==> config.mk <==
export PLATFORM = sky130hd
export DESIGN_NAME = branch_pred_ctrl
export DESIGN_NICKNAME = d
export VERILOG_FILES = /design/src/rtl/branch_pred_ctrl.sv
export SDC_FILE = /design/constraint.sdc
export NUM_CORES = 1
export LEC_CHECK = 0
export ABC_CLOCK_PERIOD_IN_PS = 5650
export CAP_MARGIN = 15
export CELL_PAD_IN_SITES_DETAIL_PLACEMENT = 0
export CELL_PAD_IN_SITES_GLOBAL_PLACEMENT = 1
export CORE_MARGIN = 8
export CORE_UTILIZATION = 50
export CTS_BUF_LIST = sky130_fd_sc_hd__clkbuf_2
export DETAILED_ROUTE_END_ITERATION = 16
export GPL_ROUTABILITY_DRIVEN = 0
export PLACE_DENSITY_LB_ADDON = 0.15
export RECOVER_POWER = 50
export SLEW_MARGIN = 20
export SYNTH_ARGS = -nofsm -noshare
export SYNTH_HDL_FRONTEND = slang
export SYNTH_SLANG_ARGS = --single-unit
==> constraint.sdc <==
create_clock -name clk -period 5.65 [get_ports clk]
set_input_delay 1.13 -clock clk [delete_from_list [all_inputs] [get_ports clk]]
set_output_delay 1.13 -clock clk [all_outputs]
set_load 0.02 [all_outputs]
==> src/rtl/branch_pred_ctrl.sv <==
// Branch predictor controller: direct-mapped tagged table of targets and
// saturating counters. Registered one-cycle lookup for fetch, table update
// and registered redirect on mispredict from EX-stage resolution.
// Optional macro BP_STATS_EN adds saturating branch/mispredict counters.
module branch_pred_ctrl #(
    parameter int ENTRIES = 16,
    parameter int CTR_W   = 2
) (
    input  logic        clk,
    input  logic        reset_n,
    input  logic        f_valid,
    input  logic [31:0] f_pc,
    output logic        p_valid,
    output logic        p_taken,
    output logic [31:0] p_target,
    input  logic        r_valid,
    input  logic [31:0] r_pc,
    input  logic        r_is_branch,
    input  logic        r_taken,
    input  logic [31:0] r_target,
    input  logic        r_pred_taken,
    input  logic [31:0] r_pred_target,
    output logic        redirect,
    output logic [31:0] redirect_pc
`ifdef BP_STATS_EN
    ,
    output logic [31:0] stat_branches,
    output logic [31:0] stat_mispredicts
`endif
);

    localparam int IW = $clog2(ENTRIES);
    localparam int TW = 30 - IW;
    localparam logic [CTR_W-1:0] CTR_MAX     = {CTR_W{1'b1}};
    localparam logic [CTR_W-1:0] CTR_WEAK_NT = {1'b0, {(CTR_W-1){1'b1}}};
    localparam logic [CTR_W-1:0] CTR_WEAK_T  = {1'b1, {(CTR_W-1){1'b0}}};

    logic          tbl_valid  [ENTRIES];
    logic [TW-1:0] tbl_tag    [ENTRIES];
    logic [31:0]   tbl_target [ENTRIES];
    logic [CTR_W-1:0] tbl_ctr [ENTRIES];

    // Saturating step of a prediction counter toward taken or not-taken.
    function automatic logic [CTR_W-1:0] ctr_step(input logic [CTR_W-1:0] c, input logic up);
        if (up) return (c == CTR_MAX) ? c : c + 1'b1;
        else    return (c == '0) ? c : c - 1'b1;
    endfunction

    // Saturating 32-bit event counter increment.
    function automatic logic [31:0] sat_inc32(input logic [31:0] c, input logic en);
        return (en && c != 32'hFFFF_FFFF) ? c + 32'd1 : c;
    endfunction

    logic [IW-1:0] f_idx;
    logic [TW-1:0] f_tag;
    logic          f_hit;
    logic          f_taken;
    logic [IW-1:0] r_idx;
    logic [TW-1:0] r_tag;
    logic          r_hit;
    logic          act_taken;
    logic          mispredict;
    logic [31:0]   fix_pc;

    assign f_idx   = f_pc[IW+1:2];
    assign f_tag   = f_pc[31:IW+2];
    assign f_hit   = tbl_valid[f_idx] && (tbl_tag[f_idx] == f_tag);
    assign f_taken = f_hit && tbl_ctr[f_idx][CTR_W-1];

    assign r_idx = r_pc[IW+1:2];
    assign r_tag = r_pc[31:IW+2];
    assign r_hit = tbl_valid[r_idx] && (tbl_tag[r_idx] == r_tag);

    // A non-branch is treated as actually not-taken, so a taken prediction on it mispredicts.
    assign act_taken  = r_is_branch && r_taken;
    assign mispredict = r_valid && ((act_taken != r_pred_taken) ||
                                    (act_taken && r_pred_taken && (r_target != r_pred_target)));
    assign fix_pc     = act_taken ? r_target : r_pc + 32'd4;

    // Lookup stage: register prediction from pre-update table contents.
    always_ff @(posedge clk or negedge reset_n) begin
        if (!reset_n) begin
            p_valid  <= 1'b0;
            p_taken  <= 1'b0;
            p_target <= 32'd0;
        end else begin
            p_valid  <= f_valid;
            p_taken  <= f_valid && f_taken;
            p_target <= !f_valid ? 32'd0 : (f_taken ? tbl_target[f_idx] : f_pc + 32'd4);
        end
    end

    // Redirect: one-cycle pulse per mispredict; the pc holds its last value otherwise.
    always_ff @(posedge clk or negedge reset_n) begin
        if (!reset_n) begin
            redirect    <= 1'b0;
            redirect_pc <= 32'd0;
        end else begin
            redirect <= mispredict;
            if (mispredict) redirect_pc <= fix_pc;
        end
    end

    // Table control state: valid bits and counters (allocate, train, invalidate aliases).
    always_ff @(posedge clk or negedge reset_n) begin
        if (!reset_n) begin
            for (int i = 0; i < ENTRIES; i++) begin
                tbl_valid[i] <= 1'b0;
                tbl_ctr[i]   <= CTR_WEAK_NT;
            end
        end else if (r_valid) begin
            if (r_is_branch) begin
                if (r_hit) begin
                    tbl_ctr[r_idx] <= ctr_step(tbl_ctr[r_idx], r_taken);
                end else if (r_taken) begin
                    tbl_valid[r_idx] <= 1'b1;
                    tbl_ctr[r_idx]   <= CTR_WEAK_T;
                end
            end else if (r_hit) begin
                tbl_valid[r_idx] <= 1'b0;
            end
        end
    end

    // Table data: tag and target written by taken branches (hit retrains target, miss allocates).
    always_ff @(posedge clk) begin
        if (r_valid && r_is_branch && r_taken) begin
            tbl_tag[r_idx]    <= r_tag;
            tbl_target[r_idx] <= r_target;
        end
    end

`ifdef BP_STATS_EN
    // Statistics: resolved branches and mispredicts, saturating.
    always_ff @(posedge clk or negedge reset_n) begin
        if (!reset_n) begin
            stat_branches    <= 32'd0;
            stat_mispredicts <= 32'd0;
        end else begin
            stat_branches    <= sat_inc32(stat_branches, r_valid && r_is_branch);
            stat_mispredicts <= sat_inc32(stat_mispredicts, mispredict);
        end
    end
`else
    // Statistics hardware absent in this build; keep the helper referenced.
    logic [31:0] unused_stat;
    assign unused_stat = sat_inc32(32'd0, 1'b0);
`endif

endmodule

# After elaboration in Yosys (flattened, before gate mapping)
# Memories as Yosys holds them, arrays and structs flattened.
# Index checks and enable logic that the tools add are counted.
# Widths: inputs -> output; s select.
# op_classes
add_sub_neg,4
n_mul,0
n_div,0
order_cmp,3
n_eq_ne,6
n_shift,0
muxes,34
bitwise,8
n_reduce_logical,17
# op_table
op,count
$mux 32,5
$add 32x3->32 const B,2
$mux 16,4
$eq 26x26->1,2
$and 16x16->16,2
$bwmux 32,1
$ne 32x32->1,1
$not 16->16,2
$or 16x16->16,2
$mux 2,11
$bmux 2 s4,2
$logic_and 1x1->1,11
$ge 5x5->1 const B,2
$not 4->5,2
$bmux 1 s4,2
$demux 2 s4,1
$mux 1,7
$lt 5x1->1 const B,1
$demux 1 s4,1
$reduce_and 4->1,1
$reduce_bool 2->1,2
$reduce_and 3->1,1
$add 2x1->2 const B,1
$eq 2x2->1 const B,1
other kinds (5),5
# totals
regBits,115
latchBits,0
ramBits,928
rom_bits,0
input_bits,135
output_inout_bits,67
elab_cells,111
memories,2
# mem_list
memory,words,word_bits,read_ports,rd_clocked_by_memory_dff,write_ports,line,rtl
tbl_target,16,32,1,0,1,40,logic [31:0] tbl_target [ENTRIES];
tbl_tag,16,26,2,0,1,39,logic [TW-1:0] tbl_tag [ENTRIES];

# Longest topological paths before layout
# Gate-level depths: netlist of the first run.
# depth
depth_word,12
depth_mapped,15
depth_no_buf,9

# Least setup slack after synthesis of the first run
# OpenSTA, ideal clock, no wires.
# synth_path
path_kind,input to register
startpoint,in r_pc[3]
endpoint,"mem tbl_tag[0][0] (netlist name), enable pin"
setup_time_ns,0.476
arrival_ns,4.897
t_required_ns,5.174
slack_ns,0.277
cell_stages,9
path_buffers,5
path_cell_list,buf_4 -> buf_4 -> buf_4 -> buf_4 -> buf_2 -> inv_1 -> ha_1 -> nand3_1 -> nor2_1
# synth_lines
item,line,rtl
from (decl),17,"input logic [31:0] r_pc,"
to (decl),39,
# Straight into the memory's write port.

# Worst setup path after layout of the first run
# layout_path
startpoint,in r_pc[3]
endpoint,reg tbl_ctr[9] (netlist name)
# layout_between
elab_chain_cells,12
elab_cells_between_ends,31
cone_classes,add/sub: 2; order compare: 2; eq/ne: 2; mux: 17; bitwise: 2; reduce/logical: 5; memory: 1
# layout_rtl
item,line,rtl
$not 4->5 (implied by the code),"72, 114, 117",
$bmux 2 s4,114,"tbl_ctr[r_idx] <= ctr_step(tbl_ctr[r_idx], r_taken);"
$mux 2 (implied by the code) (2 in series),114,
$sub 2x1->2 (tied with other cells),46,else return (c == '0) ? c : c - 1'b1;
"$mux 2, on equally long branches","46, 45",
$mux 2,45,if (up) return (c == CTR_MAX) ? c : c + 1'b1;
$mux 2,113,if (r_hit) begin
$mux 2,112,if (r_is_branch) begin
$mux 2,111,end else if (r_valid) begin
$bwmux 32,114,
$mux 32,113,
"to (signal, indexed assignment)",114,
to (decl),41,logic [CTR_W-1:0] tbl_ctr [ENTRIES];
# Parallel ways exist; a longest one is shown, timed or not. The select of a mux whose other input is x is not followed.
# A chain may end at the register's enable or synchronous reset.

==> impl_metrics.json, run 1 <==
{
  "yosys.area.top_type": "edfxtp_1",
  "cts-buffers-inserted": 283,
  "rows": 112,
  "first_pass_iters": 5,
  "hold_buffers": 2,
  "port-buffer-count": 201,
  "period_minus_slack_ns": 4.14,
  "synth_area_leaders": "edfxtp_1 60%, mux4_2 19%, dfrtp_1 5.3%",
  "crit_fanout": 70,
  "ys_async_sr_fraction": 0.110,
  "synth_top_area_share": 0.599,
  "final_nets": 3160,
  "overflow": 0,
  "crit_chain": "buf_6, clkbuf_1, mux2i_1, a22o_1, nor3_1, a211oi_1, nand4_1, a2111oi_4, buf_4, buf_4, nor4bb_1, a211oi_2",
  "crit_path_start_kind": "input pin",
  "cts_resized": 0,
  "ys_seq_area_frac": 0.662,
  "fin_skew_ns": 0.123,
  "post_cts_buffers": 0,
  "crit_family": "buffers and inverters",
  "drt-initial-drc-count": 3581,
  "max_stage_delay_ns": 1.05,
  "io_pins": 202,
  "cts-root-buf": "clkbuf_2",
  "final_core_util": 0.571,
  "cap_violations": 2,
  "crit_arrival_ns": 5.46,
  "dieArea_mm2": 0.103,
  "total_power_w": 0.0152,
  "fmax_mhz": 242,
  "final-seq-area_mm2": 0.0308,
  "ys_ff_latch": 1043,
  "place_hpwl_um": 94100,
  "grt_util_met2": 0.456,
  "grt_max_degree": 71,
  "path_buf_inv": 4,
  "syn-num-nets": 2694,
  "area_growth_pct": 13.9,
  "endpoint_kind": "flip-flop",
  "post_drt_wl_per_cell_um": 33.4,
  "place_inst": 3986,
  "timing.final.crit_share": 0.733,
  "max-slew-margin-rel": -1.15,
  "tritoncts": "built",
  "use_met3": 0.0692,
  "busiest_layer": "met2",
  "start_util": 0.501,
  "worstSkewPairLatency_ns": 1.50,
  "worstHoldPathType": "input pin to flip-flop",
  "finalSetupTns_ns": 0,
  "die_w_um": 321,
  "violations": "max-capacitance violations, max-slew violations",
  "status": "complete, but fails checks",
  "n_fill_cell": 7357,
  "path_class": "input pin to flip-flop",
  "hold_slack_ns": 0.310,
  "ant_nets": 0,
  "syn_area_mm2": 0.0465,
  "cp.required_ns": 6.97,
  "vias": 28500,
  "stdcell_count": 4461,
  "clk_pin_slew_ns": 0.09,
  "synthCells": 2553,
  "ctsHtreeMaxLevel": 5,
  "grt_pass1_vias": 29400,
  "grt_use_met1": 0.388,
  "ys_types": 69,
  "final_common_cell": "edfxtp_1",
  "fp.coreArea_mm2": 0.0928,
  "cts_buffer_depth": 4,
  "drc": 0,
  "layout_common_cells": "928 x edfxtp_1, 412 x clkbuf_2, 389 x mux4_2",
  "synth_ff_type": "edfxtp_1",
  "multi_input_area_mm2": 0.0149,
  "p_leak_nw": 17.7,
  "drt_wl_total_um": 149000,
  "drive_above_1_share": 0.309,
  "synth-edff-count": 928,
  "critPathSlowestCell": "clkbuf_1",
  "antenna_found_initial": 9,
  "grt_usage": 0.287,
  "die_h_um": 321,
  "power_density_mw_per_mm2": 288,
  "setup_viol": 0,
  "irDropWorstVdd_uv": 189,
  "avgSynthCellArea_um2": 18.2,
  "ys_warn_count": 0,
  "grt_pass1_wl_um": 211000,
  "viasPerCell": 6.40,
  "worst_slew_pin_slew_ns": 3.22,
  "rsz0062_at_grt": "false",
  "slew_violations": 69,
  "hold_viol": 0,
  "crit_top_cell": "buf_4",
  "clock_sinks": 1043
}
final timing paths:
| kind | from | to | slack [ns] | cells after the start |
|---|---|---|---|---|
| worst min-delay path | f_pc[1] | p_target[1] | 0.31 | 3 |
| worst max register to register | tbl_tag[15][24] | tbl_ctr[9] | 1.90 | 10 |
| max in group asynchronous | reset_n | redirect_pc[21] | 1.84 | 3 |
| worst min register to register | redirect_pc[3] | redirect_pc[3] | 0.49 | 2 |
| worst max-delay path | r_pc[3] | tbl_ctr[9] | 1.51 | 12 |
| min in group asynchronous | reset_n | tbl_ctr[29] | 1.31 | 2 |
power breakdown:
part	total [W]	leakage (nW)	internal [W]	switching [W]
Clock	0.00501	1.84	0.00197	0.00305
Sequential	0.00860	9.78	0.00852	0.0000845
Combinational	0.00162	6.09	0.000664	0.000953
state kept, by name, indices dropped and copies added (netlist names), named ones only:
register	flops
p_valid	1
p_taken	1
redirect	1
tbl_target	512
redirect_pc	32
tbl_tag	416
tbl_ctr	32
p_target	32
Yosys cell counts (14+ instances only):
| cell | n |
|---|---|
| a211oi_1 | 26 |
| a21bo_2 | 16 |
| a21oi_1 | 54 |
| a22oi_1 | 23 |
| a41oi_1 | 16 |
| and2_1 | 14 |
| buf_1 | 16 |
| buf_2 | 45 |
| buf_4 | 21 |
| clkbuf_1 | 77 |
| dfrtp_1 | 99 |
| dfstp_2 | 16 |
| edfxtp_1 | 928 |
| inv_1 | 38 |
| mux2i_1 | 78 |
| mux4_2 | 389 |
| nand2_1 | 98 |
| nand3_1 | 37 |
| nand4_1 | 28 |
| nor2_1 | 153 |
| nor2b_1 | 21 |
| nor3_1 | 16 |
| o21ai_0 | 76 |
| xnor2_1 | 89 |
| xor2_1 | 38 |
final cells by class:
| type | instances | share of cell area |
|---|---|---|
| tap | 1254 | 0.0296 |
| inverter | 39 | 0.00276 |
| sequential | 1043 | 0.581 |
| timing repair buffer | 344 | 0.0618 |
| multi-input combinational | 1308 | 0.281 |
| clock buffer | 411 | 0.0388 |
| clock inverter | 57 | 0.00468 |
| antenna | 5 | 0.000236 |
metrics by stage:
stage	setup slack, ns	cell area [um^2]
2_1_floorplan	0.277	46500
3_5_place_dp	0.410	50800
5_1_grt	1.30	53000
6_report	1.51	53000
4_1_cts	1.72	53200
3_3_place_gp	0.490	50800
worst reg2reg max path, cell delays in order, from the launching register on:
cell and delay [ns]:
edfxtp_1 0.40, mux4_2 0.49, a22oi_1 0.26, a21oi_1 0.11
nor4_1 0.75, nand4_1 0.25, a2111oi_4 0.38, buf_4 0.27
buf_4 0.27, nor4bb_1 0.38, a211oi_2 0.09
metal layers:
layer,wire [um],part of all wire,up-vias
met4,4970,0.033,4
met3,14800,0.099,276
li1,-,-,11600
met2,71200,0.48,1736
met1,58000,0.39,15000
met5,20,0.00013,-
logic make-up after synthesis:
family                     after synthesis  share of synthesized area
AOI/OAI and AO/OA                      272                     0.0408
xor gates and xnor gates               127                     0.0239
adders and majority gates                7                    0.00183
buffers and inverters                  202                     0.0199
DFF                                   1043                      0.662
muxes                                  479                      0.208
and+or+nand+nor                        423                     0.0436
Note: power is estimated with default switching activity, not from simulation.
==> inputs of run 2 (changes only) <==
Settings changed: ABC_CLOCK_PERIOD_IN_PS 5650 to 4300.
Clock period 5.65 ns to 4.3 ns, I/O delays scaled along.
==> run 2 against run 1 <==
  * Via count grew 1.3%
  * Sequential share of layout area shrank 1.5 points
  * Routed wire length shrank 0.52%
  * The flow still finishes with violations (max-capacitance violations, max-slew violations)
==> impl_metrics.json, run 2 (synthesis gave the netlist of run 1 again) <==
{
  "fp.coreArea_mm2": 0.0928,
  "rows": 112,
  "rr_startpoint": "tbl_tag[2][5]",
  "clk_pin_slew_ns": 0.08,
  "p_clk_frac": 0.330,
  "worstHoldPathType": "input pin to flip-flop",
  "crit_chain": "dlygate4sd3_1, buf_4, clkbuf_1, mux4_2, a22oi_1, a21oi_1, nor4_1, buf_4, nand4_1, a2111oi_4, buf_12, buf_12, nor4bb_1, a211oi_2",
  "reg_top3": "tbl_target (512), tbl_tag (416)",
  "post_cts_buffers": 0,
  "cts-root-buf": "clkbuf_2",
  "violations": "max-capacitance violations, max-slew violations",
  "setup_viol": 0,
  "grt_pass1_wl_um": 211000,
  "hold_slack_ns": 0.195,
  "tritoncts": "built",
  "final_nets": 3286,
  "max-slew-margin-rel": -0.522,
  "crit_arrival_ns": 4.77,
  "cp.required_ns": 5.52,
  "p_leak_nw": 18.4,
  "path_class": "input pin to flip-flop",
  "min_to": "p_target[3]",
  "worst_slew_pin_slew_ns": 2.28,
  "drc": 0,
  "hold_viol": 0,
  "largest_register_ffs": 512,
  "fin_skew_ns": 0.200,
  "p_sw_w": 0.00537,
  "final_common_cell": "edfxtp_1",
  "endpoint_kind": "flip-flop",
  "place_hpwl_um": 97400,
  "first_pass_iters": 6,
  "power_density_mw_per_mm2": 372,
  "drt-initial-drc-count": 3720,
  "cap_violations": 3,
  "status": "complete, but fails checks",
  "cts_resized": 0,
  "reg2reg_setup_slack_ns": 0.84,
  "antenna_found_initial": 3,
  "whs_path_depth": 4,
  "ctsHtreeMaxLevel": 5,
  "start_util": 0.501,
  "grt_usage": 0.286,
  "power_frac_comb": 0.111,
  "grt_max_degree": 105,
  "clock_sinks": 1043,
  "worstSkewPairLatency_ns": 1.54,
  "slew_violations": 90,
  "vias": 28900,
  "drive_above_1_share": 0.329,
  "regMostFlops": "tbl_target",
  "p_seq_frac": 0.559,
  "critPathSlowestCell": "mux4_2",
  "ant_nets": 0,
  "io_pins": 202,
  "pre_cts_slack_ns": -0.0863,
  "crit_fanout": 15,
  "rr_endpoint": "tbl_ctr[15]",
  "crit_path_start_kind": "input pin",
  "layout_common_cells": "928 x edfxtp_1, 407 x clkbuf_2, 389 x mux4_2",
  "dieArea_mm2": 0.103,
  "die_h_um": 321,
  "port-buffer-count": 201,
  "area_growth_pct": 16.9,
  "timing.final.crit_share": 0.827,
  "swShare": 0.266,
  "die_w_um": 321,
  "r2r_cells": 11,
  "internal_power_w": 0.0148,
  "max_stage_delay_ns": 0.56,
  "hold_start": "f_pc[3]",
  "period_minus_slack_ns": 3.56,
  "grt_pass1_vias": 30000,
  "cts-buffers-inserted": 286,
  "fmax_mhz": 281,
  "drt_wl_total_um": 148000,
  "irDropWorstVdd_uv": 235,
  "postLayoutSetupSlackWorst_ns": 0.742,
  "rsz0062_at_grt": "false",
  "post_drt_wl_per_cell_um": 32.3,
  "cts_buffer_depth": 4,
  "overflow": 0,
  "viasPerCell": 6.31
}
## run 2: changes by cell type in the layout (fill, tap and decap cells not counted), sizes merged
cell / delta
bufinv: +2
dlygate4sd3: +11
clkbuf: +8
inv: -2
buf: +99
clkinv: +2
## run 2: metrics by stage
step / cell area [um^2] / instances / util / TNS (ns) / power [W]
floorplan: 46500 / 2553 / - / -32.99 / 0.0126
global placement: 52100 / 4097 / 0.561 / -0.0522 / 0.0137
detailed placement: 52100 / 4097 / 0.561 / -0.200 / 0.0138
CTS: 54600 / 4576 / 0.588 / 0 / 0.0204
global route: 54300 / 4578 / 0.586 / 0 / 0.0210
finish: 54300 / 4581 / 0.586 / 0 / 0.0202
## run 2: metal layers
layer	up-vias	GRT usage	part of all wire
li1	11800	-	-
met1	15200	0.388	0.40
met2	1627	0.459	0.48
met3	243	0.0669	0.087
met4	0	0.0969	0.030
met5	-	0	0
## run 2: cell type report
cell class                 count  area (um^2)
antenna                        5         12.5
sequential                  1043        30800
multi-input combinational   1308        14900
clock buffer                 406         2030
tap                         1254         1570
clock inverter                59          313
inverter                      39          146
timing repair buffer         467         4590
fill                        7222        38400
## run 2: repair_timing
action,in CTS,in global routing
hold buffers,14,0
setup endpoints to repair,0,0
endpoints found under the hold margin,123,0
## run 2: power groups by stage
stage / registers [W] / clock network [W] / logic [W]
after global placement: 0.0115 / 0 / 0.00224
after global routing: 0.0113 / 0.00734 / 0.00235
after floorplan: 0.0116 / 0 / 0.00103
after detailed placement: 0.0115 / 0 / 0.00226
final: 0.0113 / 0.00667 / 0.00225
after CTS: 0.0113 / 0.00683 / 0.00228
## run 2: how the worst max path moves through the flow
stage | from | end | slack (ns) | depth (start not counted)
after global routing | r_pc[2] | tbl_ctr[14] | 0.69 | 13
after floorplan | r_is_branch | tbl_tag[7][0] | -0.28 | 5
after CTS | p_target[2] | p_target[2] | 0.66 | 1
after detailed placement | f_pc[2] | p_target[14] | -0.09 | 13
after global placement | f_pc[2] | p_target[14] | -0.05 | 13
final | r_pc[2] | tbl_ctr[15] | 0.74 | 14
## run 2: critical path, delay by kind of cell
kind | cells | cell delay [ns]
buffers and inverters | 6 | 1.64
and+or+nand+nor | 3 | 0.82
muxes | 1 | 0.56
AOI/OAI and AO/OA | 4 | 0.87
==> patch 1, RTL diff (settings of run 2) <==
The output `p_target` loses its register stage (`p_target` becomes a continuous assignment).
--- a/src/rtl/branch_pred_ctrl.sv
+++ b/src/rtl/branch_pred_ctrl.sv
@@ -82,13 +82,13 @@
         if (!reset_n) begin
             p_valid  <= 1'b0;
             p_taken  <= 1'b0;
-            p_target <= 32'd0;
         end else begin
             p_valid  <= f_valid;
             p_taken  <= f_valid && f_taken;
-            p_target <= !f_valid ? 32'd0 : (f_taken ? tbl_target[f_idx] : f_pc + 32'd4);
         end
     end
+
+    assign p_target = !f_valid ? 32'd0 : (f_taken ? tbl_target[f_idx] : f_pc + 32'd4);
 
     // Redirect: one-cycle pulse per mispredict; the pc holds its last value otherwise.
     always_ff @(posedge clk or negedge reset_n) begin
Formal check against the unedited RTL: not equivalent (Yosys sat finds a counterexample within 4 cycles, from zero or initial values and one cycle with reset_n low).
==> patch 1 against run 2 <==
The flow finishes with violations (capacitance limit, slew limit, setup timing); area after synthesis down 0.37%; sequential cell count shrank 32; first-iteration DRC count is 3.9% higher; clock skew is 0.045 ns lower; total power decreased by 0.10%; final area is 2.0% higher; wire length increased by 6.4%; sequential share of layout area is 2.6 points lower; worst setup slack worse by 2.0 ns; combinational power rose by 12%; critical endpoint is now p_target[26].
==> patch 1: results (changes against run 2) <==
timing:
  maxSlewViolCount: 107  # was 90
  fin_tns_setup_ns: -51.38  # was 0 ns
  setup-violations-final: 111  # was 0
  layout_setup_ws_ns: -1.22  # was 0.742 ns
  slew_headroom_pct: -41.3  # was -52.2%
  fin_skew_ns: 0.155  # was 0.200 ns
grt:
  grt_pass1_vias: 31859  # was 29990
  grt_pass1_wl_um: 224000  # was 211000 um
  grt_max_degree: 90  # was 105
  grt_use_total_pct: 30.4  # was 28.6%
  antenna_found_initial: 7  # was 3
synth:
  ys_seq_area_share_pct: 64.7  # was 66.2%
  yosysWarnings: 0  # unchanged
  synth_nets: 2826  # was 2694
  synthArstFlopShare_pct: 8.21  # was 11.0%
  synth_commonest_cells: "928 x edfxtp_1, 347 x mux4_2, 173 x nand2_1"  # was 928 x edfxtp_1, 389 x mux4_2, 153 x nor2_1
  synth_area_leaders: "edfxtp_1 60%, mux4_2 17%, dfrtp_1 3.6%, mux2i_1 3.1%, xnor2_1 1.7%"  # was edfxtp_1 60%, mux4_2 19%, dfrtp_1 5.3%, mux2i_1 1.7%, xnor2_1 1.7%
  synthCells: 2685  # was 2553
  synth-edff-count: 928  # unchanged
  ys_types: 85  # was 69
route:
  wl_per_cell_um: 32.5  # was 32.3 um
  first_pass_iters: 6  # unchanged
  drt_first_iter_violations: 3864  # was 3720
  viasPerCell: 6.37  # was 6.31
clocking:
  cts-root-buf: "clkbuf_2"  # unchanged
  clk_pin_slew_ns: 0.11  # was 0.08 ns
  insertion_delay_ns: 1.56  # was 1.54 ns
  cts_made_buffers: 280  # was 286
  cts_buffer_depth: 4  # unchanged
  htreeDepth: 5  # unchanged
setup_path:
  cp_slowest_cell: "mux4_2"  # unchanged
  max_stage_delay_ns: 0.51  # was 0.56 ns
  worstPathRequired_ns: 3.44  # was 5.52 ns
  critPathTopFamily: "compound AO/OA/AOI/OAI gates"  # was buffers and inverters
  cp_max_fo: 8  # was 15
outcome:
  violations: "capacitance limit, slew limit, setup timing"  # was capacitance limit, slew limit
  status: "finished, violations left"  # unchanged
finish:
  fin_cells: 4852  # was 4581
  drive_gt1_share_pct: 34.5  # was 32.9%
  finalNetCount: 3564  # was 3286
  fillers: 7028  # was 7222
  reg_top3: "tbl_target: 512 flops, tbl_tag: 416 flops"  # unchanged
pwr:
  swShare_pct: 27.1  # was 26.6%
  leakagePower_nw: 19.7  # was 18.4 nW
  max-vdd-ir-drop_mv: 0.256  # was 0.235 mV
placement:
  placed_cell_area_um2: 53000  # was 52100 um^2
  numPlacedInstances: 4359  # was 4097
  io_buffers: 201  # unchanged
  pre_cts_ws_ns: -1.43  # was -0.0863 ns
  dp_hpwl_um: 104000  # was 97400 um
flow_run:
  maxCapViolations: 5  # was 3
worst_hold_path:
  min_path_type: "in2reg"  # unchanged
-- patch 1: cell type report --
cell class | instances | area share [%]
antenna | 5 | 0.0226
tap | 1243 | 2.81
sequential | 1011 | 54.1
clock inverter | 70 | 0.727
multi-input combinational | 1449 | 28.0
clock buffer | 393 | 3.55
timing repair buffer | 628 | 10.5
inverter | 53 | 0.361
-- patch 1: timing repair --
item,CTS,global route
hold buffers,17,0
setup buffers,3,2
gates resized for setup,176,16
pin swaps,4,4
endpoints found under the hold margin,185,0
setup endpoints to repair,32,32
cloned,2,1
-- patch 1: metal layers --
metal | vias to the layer above | share of wire (%) | track usage (%)
li1 | 12531 | - | -
met1 | 15917 | 38 | 40.6
met2 | 2154 | 47 | 47.9
met3 | 320 | 11 | 8.24
met4 | 0 | 3.5 | 11.4
met5 | - | 0 | 0
-- patch 1: cell families (layout without fill, tap and decap cells) --
logic type | Yosys count | in the layout | share of synthesized area, %
flops | 1011 | 1011 | 64.7
mux | 515 | 515 | 20.6
simple gates | 483 | 483 | 4.91
compound gates | 311 | 311 | 4.73
buf+inv | 225 | 1144 | 2.39
xor+xnor | 133 | 133 | 2.52
fa+ha+maj | 7 | 7 | 0.184
other cells | 0 | 5 | 0
-- patch 1: worst register-to-register path, delay by kind of cell, from the launching register on --
| family | cells | cell delay [ns] |
|---|---|---|
| AO/OA/AOI/OAI | 5 | 1.47 |
| buffers and inverters | 2 | 0.40 |
| flip-flops | 1 | 0.42 |
| multiplexers | 1 | 0.57 |
| AND/OR/NAND/NOR | 2 | 0.63 |
-- patch 1: power by group through the flow --
stage	combinational [mW]	clock, mW	sequential, mW
2_1_floorplan	1.14	0	11.2
3_3_place_gp	2.47	0	11.2
5_1_grt	2.64	7.33	11.0
4_1_cts	2.53	6.82	11.0
3_5_place_dp	2.49	0	11.2
6_report	2.51	6.68	11.0
-- patch 1: path summary, 6_finish.rpt --
check	start	to	slack, ns	cells after the start
worst min register to register	redirect_pc[11]$_DFFE_PN0P_	redirect_pc[11]$_DFFE_PN0P_	0.50	2
worst max register to register	tbl_tag[7][3]$_DFFE_PP_	tbl_ctr[15]$_DFFE_PN0P_	0.61	10
min in group asynchronous	reset_n	tbl_ctr[6]$_DFFE_PN1P_	1.19	3
max in group asynchronous	reset_n	tbl_ctr[23]$_DFFE_PN0P_	1.02	4
worst max-delay path	tbl_tag[7][24]$_DFFE_PP_	p_target[26]	-1.22	11
worst min-delay path	r_valid	redirect_pc[5]$_DFFE_PN0P_	0.23	4
-- patch 1: stage by stage --
stage	util [%]	total power [mW]
2_1_floorplan	-	12.4
3_3_place_gp	57.7	13.7
3_5_place_dp	57.7	13.7
4_1_cts	60.6	20.3
5_1_grt	60.4	21.0
6_report	60.4	20.2
==> patch 2, RTL diff (settings of run 2) <==
Made on the original files. Build with the macro `BP_STATS_EN` defined.
--- a/src/rtl/branch_pred_ctrl.sv
+++ b/src/rtl/branch_pred_ctrl.sv
@@ -2,6 +2,8 @@
 // saturating counters. Registered one-cycle lookup for fetch, table update
 // and registered redirect on mispredict from EX-stage resolution.
 // Optional macro BP_STATS_EN adds saturating branch/mispredict counters.
+`define BP_STATS_EN
+
 module branch_pred_ctrl #(
     parameter int ENTRIES = 16,
     parameter int CTR_W   = 2
New outputs: stat_branches and stat_mispredicts. Check against the original RTL: not settled (the Yosys comparison gave no result); the edit may change what the design does.
==> patch 2 against run 2 <==
Wire length grew 8.9%; area after synthesis rose by 5.7%; critical path type unchanged; critical endpoint is now tbl_tag[10][24]$_DFFE_PP_; largest power group unchanged; die area is 5.5% higher; the run still ends with capacitance limit, slew limit left; sequential cell count rose by 64; worst setup slack got worse by 0.20 ns; sequential power up 6%; combinational power rose by 16%; total power is 7.9% higher; critical path depth shrank 7; first-iteration DRC count rose by 8.7%; final area is 5.8% higher.
==> patch 2: results (changes against run 2) <==
timing:
  maxSlewViolCount: 123  # was 90
  fin_hold_ws_ns: 0.243  # was 0.195 ns
  worst_pin_slew_ns: 2.20  # was 2.28 ns
  layout_min_cycle_time_ns: 3.75  # was 3.56 ns
  fin_skew_ns: 0.172  # was 0.200 ns
synth:
  syn_area_per_cell_um2: 17.3  # was 18.2 um^2
  synth_area_leaders: "edfxtp_1 57%, mux4_2 16%, dfrtp_1 8.3%, mux2i_1 2.5%, xnor2_1 2.5%"  # was edfxtp_1 60%, mux4_2 19%, dfrtp_1 5.3%, mux2i_1 1.7%, xnor2_1 1.7%
  ys_seq_area_share_pct: 65.8  # was 66.2%
  synth_commonest_cells: "928 x edfxtp_1, 358 x mux4_2, 163 x dfrtp_1"  # was 928 x edfxtp_1, 389 x mux4_2, 153 x nor2_1
  synthArstFlopShare_pct: 16.2  # was 11.0%
  synth_nets: 2980  # was 2694
placement:
  io_buffers: 265  # was 201
  numPlacedInstances: 4461  # was 4097
  placed_cell_area_um2: 55100  # was 52100 um^2
  pre_cts_ws_ns: -0.259  # was -0.0863 ns
worst_hold_path:
  hold_path_end: "tbl_ctr[2]$_DFFE_PN1P_"  # was p_target[3]$_DFF_PN0_
  min_path_cells: 3  # was 4
  min_from: "r_taken"  # was f_pc[3]
pwr:
  leakagePower_nw: 20.1  # was 18.4 nW
  max-vdd-ir-drop_mv: 0.258  # was 0.235 mV
  p_comb_mw: 2.61  # was 2.25 mW
  total_power_mw: 21.8  # was 20.2 mW
  powerClk_mw: 7.16  # was 6.67 mW
setup_path:
  regToRegSetupSlack_ns: 0.61  # was 0.84 ns
  cp_max_fo: 46  # was 15
  max_stage_delay_ns: 0.95  # was 0.56 ns
  startpoint: "r_pc[3]"  # was r_pc[2]
  cp_slowest_cell: "clkbuf_1"  # was mux4_2
  rr_startpoint: "tbl_tag[11][25]$_DFFE_PP_"  # was tbl_tag[2][5]$_DFFE_PP_
  crit_end: "tbl_tag[10][24]$_DFFE_PP_"  # was tbl_ctr[15]$_DFFE_PN0P_
  worstPathArrival_ns: 4.79  # was 4.77 ns
grt:
  met2_usage_pct: 46.7  # was 45.9%
  grt_pass1_vias: 32884  # was 29990
  met1_usage_pct: 39.6  # was 38.8%
  met3_usage_pct: 8.30  # was 6.69%
  grt_pass1_wl_um: 231000  # was 211000 um
  grt_use_total_pct: 29.7  # was 28.6%
  grt_max_degree: 102  # was 105
  antenna_found_initial: 6  # was 3
clocking:
  cts_made_buffers: 302  # was 286
  holdBufCountCts: 15  # was 14
outcome:
  violations: "capacitance limit, slew limit"  # unchanged
  status: "finished, violations left"  # unchanged
flow_run:
  maxCapViolations: 5  # was 3
finish:
  drive_gt1_share_pct: 28.3  # was 32.9%
  fin_cells: 5000  # was 4581
  fillers: 7585  # was 7222
  finalNetCount: 3636  # was 3286
route:
  wirelength_um: 161000  # was 148000 um
  drt_first_iter_violations: 4042  # was 3720
  vias: 31711  # was 28905
[patch 2: cells by family (layout without fill, tap and decap cells)]
kind of cell	count (synthesis)	in the layout	share of synthesized area, %
compound gates	313	313	4.25
xor+xnor	197	197	3.51
fa+ha+maj	10	10	0.244
buf+inv	214	1088	2.10
flops	1107	1107	65.8
mux	494	494	19.2
other cells	0	2	0
simple gates	502	502	4.85
[patch 2: routing by layer]
layer	vias to the layer above	part of all wire, %
met5	-	0.027
met2	2088	47
met4	6	3.8
met3	377	11
li1	12889	-
met1	16351	38
[patch 2: critical path: cells and delay by family]
| kind | cells | cell delay [ns] |
|---|---|---|
| simple gates | 2 | 1.02 |
| buf+inv | 4 | 2.45 |
| fa+ha+maj | 1 | 0.40 |
[patch 2: final cells by class]
cell class	count	area [um^2]	share of cell area (%)
flip-flops and latches	1107	32400	56.3
multi-input cells	1516	15900	27.6
repair buffers	514	4870	8.47
clock buffers	437	2190	3.81
well taps	1287	1610	2.80
clock inverters	85	387	0.673
inverters	52	198	0.344
diodes	2	5.00	0.00871
